[config.mk]
export PLATFORM = sky130hd
export DESIGN_NAME = pixel_pair_reader
export DESIGN_NICKNAME = d
export VERILOG_FILES = /design/src/rtl/pixel_pair_reader.sv
export SDC_FILE = /design/constraint.sdc
export NUM_CORES = 1
export LEC_CHECK = 0
export ABC_AREA = 0
export ABC_CLOCK_PERIOD_IN_PS = 2750
export CORE_MARGIN = 2
export CORE_UTILIZATION = 55
export CTS_BUF_LIST = sky130_fd_sc_hd__clkbuf_8
export CTS_CLUSTER_DIAMETER = 60
export CTS_CLUSTER_SIZE = 14
export DETAILED_ROUTE_END_ITERATION = 12
export HOLD_SLACK_MARGIN = 0.05
export PLACE_DENSITY = 0.88
export REMOVE_ABC_BUFFERS = 1
export SYNTH_ARGS = -nofsm -noshare
export SYNTH_HDL_FRONTEND = slang
export SYNTH_SLANG_ARGS = --single-unit
[constraint.sdc]
create_clock -name clk -period 2.75 [get_ports clk]
set_input_delay 0.825 -clock clk [delete_from_list [all_inputs] [get_ports clk]]
set_output_delay 0.825 -clock clk [all_outputs]
set_load 0.02 [all_outputs]
[src/rtl/pixel_pair_reader.sv]
// Read-side sequencer for the dual-port pixel memory: fetches even/odd word
// pairs over a fixed window and serialises them as A-then-B pixels on valid/ready.
`timescale 1ns/1ps
module pixel_pair_reader #(
  parameter int ADDR_W     = 14,
  parameter int DATA_W     = 8,
  parameter int START_ADDR = 9728,
  parameter int END_ADDR   = 9984,
  parameter int READ_LAT   = 1
) (
  input  logic              clk,
  input  logic              reset,
  input  logic              start,
  output logic [ADDR_W-1:0] addr_a,
  output logic [ADDR_W-1:0] addr_b,
  output logic              rd_en,
  input  logic [DATA_W-1:0] rd_data_a,
  input  logic [DATA_W-1:0] rd_data_b,
  output logic              pix_valid,
  input  logic              pix_ready,
  output logic [DATA_W-1:0] pix_data,
  output logic              pix_last,
  output logic              busy,
  output logic              done
);

  localparam int CNT_W = (READ_LAT > 1) ? $clog2(READ_LAT) : 1;
  localparam logic [ADDR_W-1:0] START_A   = ADDR_W'(START_ADDR);
  localparam logic [ADDR_W-1:0] LAST_B    = ADDR_W'(END_ADDR - 1);
  localparam logic [CNT_W-1:0]  WAIT_INIT = CNT_W'(READ_LAT - 1);

  typedef enum logic [2:0] {IDLE, FETCH, WAIT, SHIFT_A, SHIFT_B, DONE} state_t;

  state_t            state;
  logic [CNT_W-1:0]  wait_cnt;
  logic [DATA_W-1:0] buf_b;

  // pix_data doubles as the A half of the pair buffer; only B needs holding.
  always_ff @(posedge clk or negedge reset) begin
    if (!reset) begin
      state     <= IDLE;
      addr_a    <= START_A;
      addr_b    <= START_A + 1'b1;
      rd_en     <= 1'b0;
      pix_valid <= 1'b0;
      pix_data  <= '0;
      pix_last  <= 1'b0;
      busy      <= 1'b0;
      done      <= 1'b0;
      buf_b     <= '0;
      wait_cnt  <= '0;
    end else begin
      case (state)
        IDLE: begin
          if (start) begin
            addr_a <= START_A;
            addr_b <= START_A + 1'b1;
            rd_en  <= 1'b1;
            busy   <= 1'b1;
            state  <= FETCH;
          end
        end
        FETCH: begin
          rd_en    <= 1'b0;
          wait_cnt <= WAIT_INIT;
          state    <= WAIT;
        end
        WAIT: begin
          if (wait_cnt == '0) begin
            pix_data  <= rd_data_a;
            buf_b     <= rd_data_b;
            pix_valid <= 1'b1;
            state     <= SHIFT_A;
          end else begin
            wait_cnt <= wait_cnt - 1'b1;
          end
        end
        SHIFT_A: begin
          if (pix_ready) begin
            pix_data <= buf_b;
            pix_last <= (addr_b == LAST_B);
            state    <= SHIFT_B;
          end
        end
        SHIFT_B: begin
          // pix_last already encodes whether this pair closes the window.
          if (pix_ready) begin
            pix_valid <= 1'b0;
            pix_last  <= 1'b0;
            if (pix_last) begin
              done  <= 1'b1;
              state <= DONE;
            end else begin
              addr_a <= addr_a + ADDR_W'(2);
              addr_b <= addr_b + ADDR_W'(2);
              rd_en  <= 1'b1;
              state  <= FETCH;
            end
          end
        end
        DONE: begin
          done  <= 1'b0;
          busy  <= 1'b0;
          state <= IDLE;
        end
        default: state <= IDLE;
      endcase
    end
  end

endmodule

==> out/qor.csv <==
stage,metric,value,unit
logic_synthesis,register area share after synthesis,0.513,
sta,crit path time final,2350,ps
logic_synthesis,main flop type after synthesis,dfrtp_1,
logic_synthesis,Netlist cell types,49,
power,Clock power frac,0.202,
setup_path,Top delay family on crit path,buffers and inverters,
clock_network,clock tree sinks,51,
routing,Final ANT Viol Nets,0,
logic_synthesis,"flops & latches, synth",51,
power,worst ir drop on vdd,0.598,mV
routing,wire per inst,15.5,um
finish,Layout area overhead,30.3,%
power,Sw Pwr,0.000963,W
routing,Residual DRC,0,
sta,fin. max-slew vios,0,
place,DP Wirelength,4060,um
setup_path,reg2reg start,state[2]$_DFFE_PN0P_,
clock_network,TritonCTS Buffers,5,
logic_synthesis,synth cell count leaders,"44 x dfrtp_1, 33 x nand2_1, 28 x o21ai_0, 11 x nand3_1, 10 x nor2_1",
power,switching part of the total,0.356,
power,P_leak,1.35,nW
grt,vias in the first global route,2016,
sta,fmax,426,MHz
clock_network,CTS tree,done,
logic_synthesis,top-count cell post-synth,dfrtp_1,
place,input/output buffers,59,
floorplanning,Die ar.,0.00511,sq mm
routing,Via density,5.79,
logic_synthesis,Yosys top cell area share,0.439,
logic_synthesis,Synth Instances,244,
sta,Clock Skew,6.43,ps
setup_path,Setup crit start kind,flip-flop,
setup_path,worst path bufs/invs,1,
clock_network,worst skew pair latency,310,ps
sta,Least-Margin Pin Slew,635,ps
worst_hold_path,Worst Hold Path Cells,1,
logic_synthesis,Syn Area/Cell,10.3,sq um
logic_synthesis,Yosys top cell by area,dfrtp_1,
logic_synthesis,Ys Warns,0,
sta,Setup TNS,0,ps
grt,initial antenna violation count,0,
worst_hold_path,Tightest Hold Check Type,reg -> reg,
floorplanning,core area,0.00438,sq mm
setup_path,CP Data Required Time,1930,ps
logic_synthesis,Synth async-reset ratio,1.00,
sta,Hold Fails Final Rpt,0,
setup_path,Critical R2R Capture,addr_b[10]$_DFFE_PN1P_,
clock_network,clk buf depth,2,
floorplanning,Chip Height,71.5,um
clock_network,cts hold-fix bufs,0,
clock_network,root buffer cell,clkbuf_8,
floorplanning,Rows,24,
clock_network,CTS clock-pin slew for the worst setup and hold paths,90,ps
power,Comb pwr share,0.380,
sta,crit share post-route,0.854,
finish,Antenna Cells,0,
power,Power per Cell Area,829,mW/mm^2
sta,RSZ-0062 raised after global routing,no,
logic_synthesis,Post-synth EDFFs,0,
routing,final wirelength,5560,um
finish,Layout Nets,328,
setup_path,Worst Path Arrival,1520,ps
logic_synthesis,ranking of synthesized cells by area,"dfrtp_1 44%, dfstp_2 7.3%, o21ai_0 5.6%",
outcome,status,finished clean,
worst_hold_path,WHS Endpoint,pix_valid$_DFFE_PN0P_,
place,Placed Area,0.00315,sq mm
sta,Rel. slew slack,0.577,
sta,Setup-failing EPs final,0,
clock_network,total setup buffers inserted after CTS,0,
setup_path,"slowest stage delay, CP",620,ps
finish,share of layout cells above drive strength 1,0.127,
logic_synthesis,mapped cell area,0.00251,sq mm
grt,first-pass GRT wire length,9600,um
routing,Initial DRT Pass Iterations,4,
finish,cell area after layout,0.00327,sq mm
power,Int Power,0.00174,W
worst_hold_path,worst hold path startpoint,pix_valid$_DFFE_PN0P_,
finish,Fillers,303,
setup_path,crit-path cells,clkdlybuf4s50_1,
place,GPL Wtd Cong,0.878,
grt,largest net degree at the start of global routing,29,
grt,GRT Util Overall,0.238,
clock_network,H-tree depth,2,
flow_run,max-cap viol count,0,
floorplanning,die width,71.5,um
floorplanning,# IOs,61,
setup_path,worst setup path class,reg -> out,
setup_path,R2R depth,4,
routing,Vias,2079,
setup_path,flop-to-flop setup slack,810,ps
routing,DR iter-0 viols,146,
setup_path,Critical-path top delay cell,clkdlybuf4s50_1,
setup_path,Critical Path End Type,output pin,
clock_network,PostCTS Resize Cnt,0,
power,Sequential Power Share,0.417,
grt,global route overflow,0,
setup_path,crit-path max FO,6,
floorplanning,Starting Density,0.572,
[cells in the final DEF, fill, tap and decap left out, drive strengths merged, types with 3 or more instances in the layout]
| master | count |
|---|---|
| nor2 | 10 |
| clkdlybuf4s50 | 58 |
| clkbuf | 6 |
| nand2 | 33 |
| xor2 | 5 |
| dfstp | 7 |
| inv | 4 |
| mux2 | 8 |
| mux2i | 8 |
| or3 | 6 |
| nand3 | 11 |
| and4 | 4 |
| dfrtp | 44 |
| o211ai | 7 |
| buf | 9 |
| xnor2 | 4 |
| a2111oi | 3 |
| a21oi | 8 |
| o21ai | 29 |
| nand2b | 3 |
| o31ai | 4 |
[worst max path at each step]
| stage | startpoint | endpoint | slack, ps | depth (start not counted) |
|---|---|---|---|---|
| 2_1_floorplan | state[2]$_DFFE_PN0P_ | pix_data[0]$_DFFE_PN0P_ | 740 | 4 |
| 4_1_cts | addr_b[10]$_DFFE_PN1P_ | addr_b[10] | 390 | 1 |
| 5_1_grt | addr_b[9]$_DFFE_PN1P_ | addr_b[9] | 370 | 1 |
| 3_3_place_gp | pix_ready | addr_b[10]$_DFFE_PN1P_ | 230 | 5 |
| 6_report | addr_b[10]$_DFFE_PN1P_ | addr_b[10] | 400 | 1 |
| 3_5_place_dp | start | addr_b[10]$_DFFE_PN1P_ | 160 | 5 |
[state kept, by name, summed over array words and instances, names as in the netlist]
register   cells
pix_valid      1
pix_last       1
busy           1
pix_data       8
done           1
addr_a        13
addr_b        14
rd_en          1
buf_b          8
state          3
[cell families (layout without fill, tap and decap cells)]
kind of cell | count (synthesis) | after routing | share of synthesized area
buffers and inverters | 16 | 79 | 0.0334
flip-flops | 51 | 51 | 0.513
other | 1 | 1 | 0.00150
multiplexers | 16 | 16 | 0.0679
AO/OA/AOI/OAI | 59 | 59 | 0.143
adder cells (fa/ha/maj) | 2 | 2 | 0.00998
XOR/XNOR | 9 | 9 | 0.0315
AND/OR/NAND/NOR | 90 | 90 | 0.200
[layer usage]
layer,global-route usage,wire (um),up-vias
li1,-,-,1012
met1,0.309,2440,988
met2,0.383,2610,70
met3,0.0717,418,9
met4,0.0818,92,0
met5,0,0,-
[layout make-up]
cell class | instances | area, sq um | share of cell area
Timing Repair Buffer | 67 | 646 | 0.198
Multi-Input combinational cell | 177 | 1140 | 0.348
Inverter | 4 | 15.0 | 0.00460
Clock buffer | 6 | 82.6 | 0.0253
Tap cell | 52 | 65.1 | 0.0199
Sequential cell | 51 | 1280 | 0.393
Clock inverter | 2 | 35.0 | 0.0107
[metrics by stage]
stage / std cells / hold slack, ps / util / setup slack [ps] / power, W
floorplan: 232 / 480 / - / 743 / 0.00172
CTS: 359 / 499 / 0.745 / 394 / 0.00273
global placement: 351 / 462 / 0.718 / 232 / 0.00214
finish: 359 / 492 / 0.745 / 400 / 0.00271
global route: 359 / 521 / 0.745 / 367 / 0.00287
detailed placement: 351 / 476 / 0.718 / 159 / 0.00218
[power groups by stage]
stage / Clock, W / Sequential (W) / Combinational, W
after floorplan: 0 / 0.00123 / 0.000481
after global routing: 0.000584 / 0.00116 / 0.00113
after CTS: 0.000559 / 0.00113 / 0.00104
final: 0.000548 / 0.00113 / 0.00103
after global placement: 0 / 0.00113 / 0.00101
after detailed placement: 0 / 0.00114 / 0.00104
(Power assumes the default switching activity.)
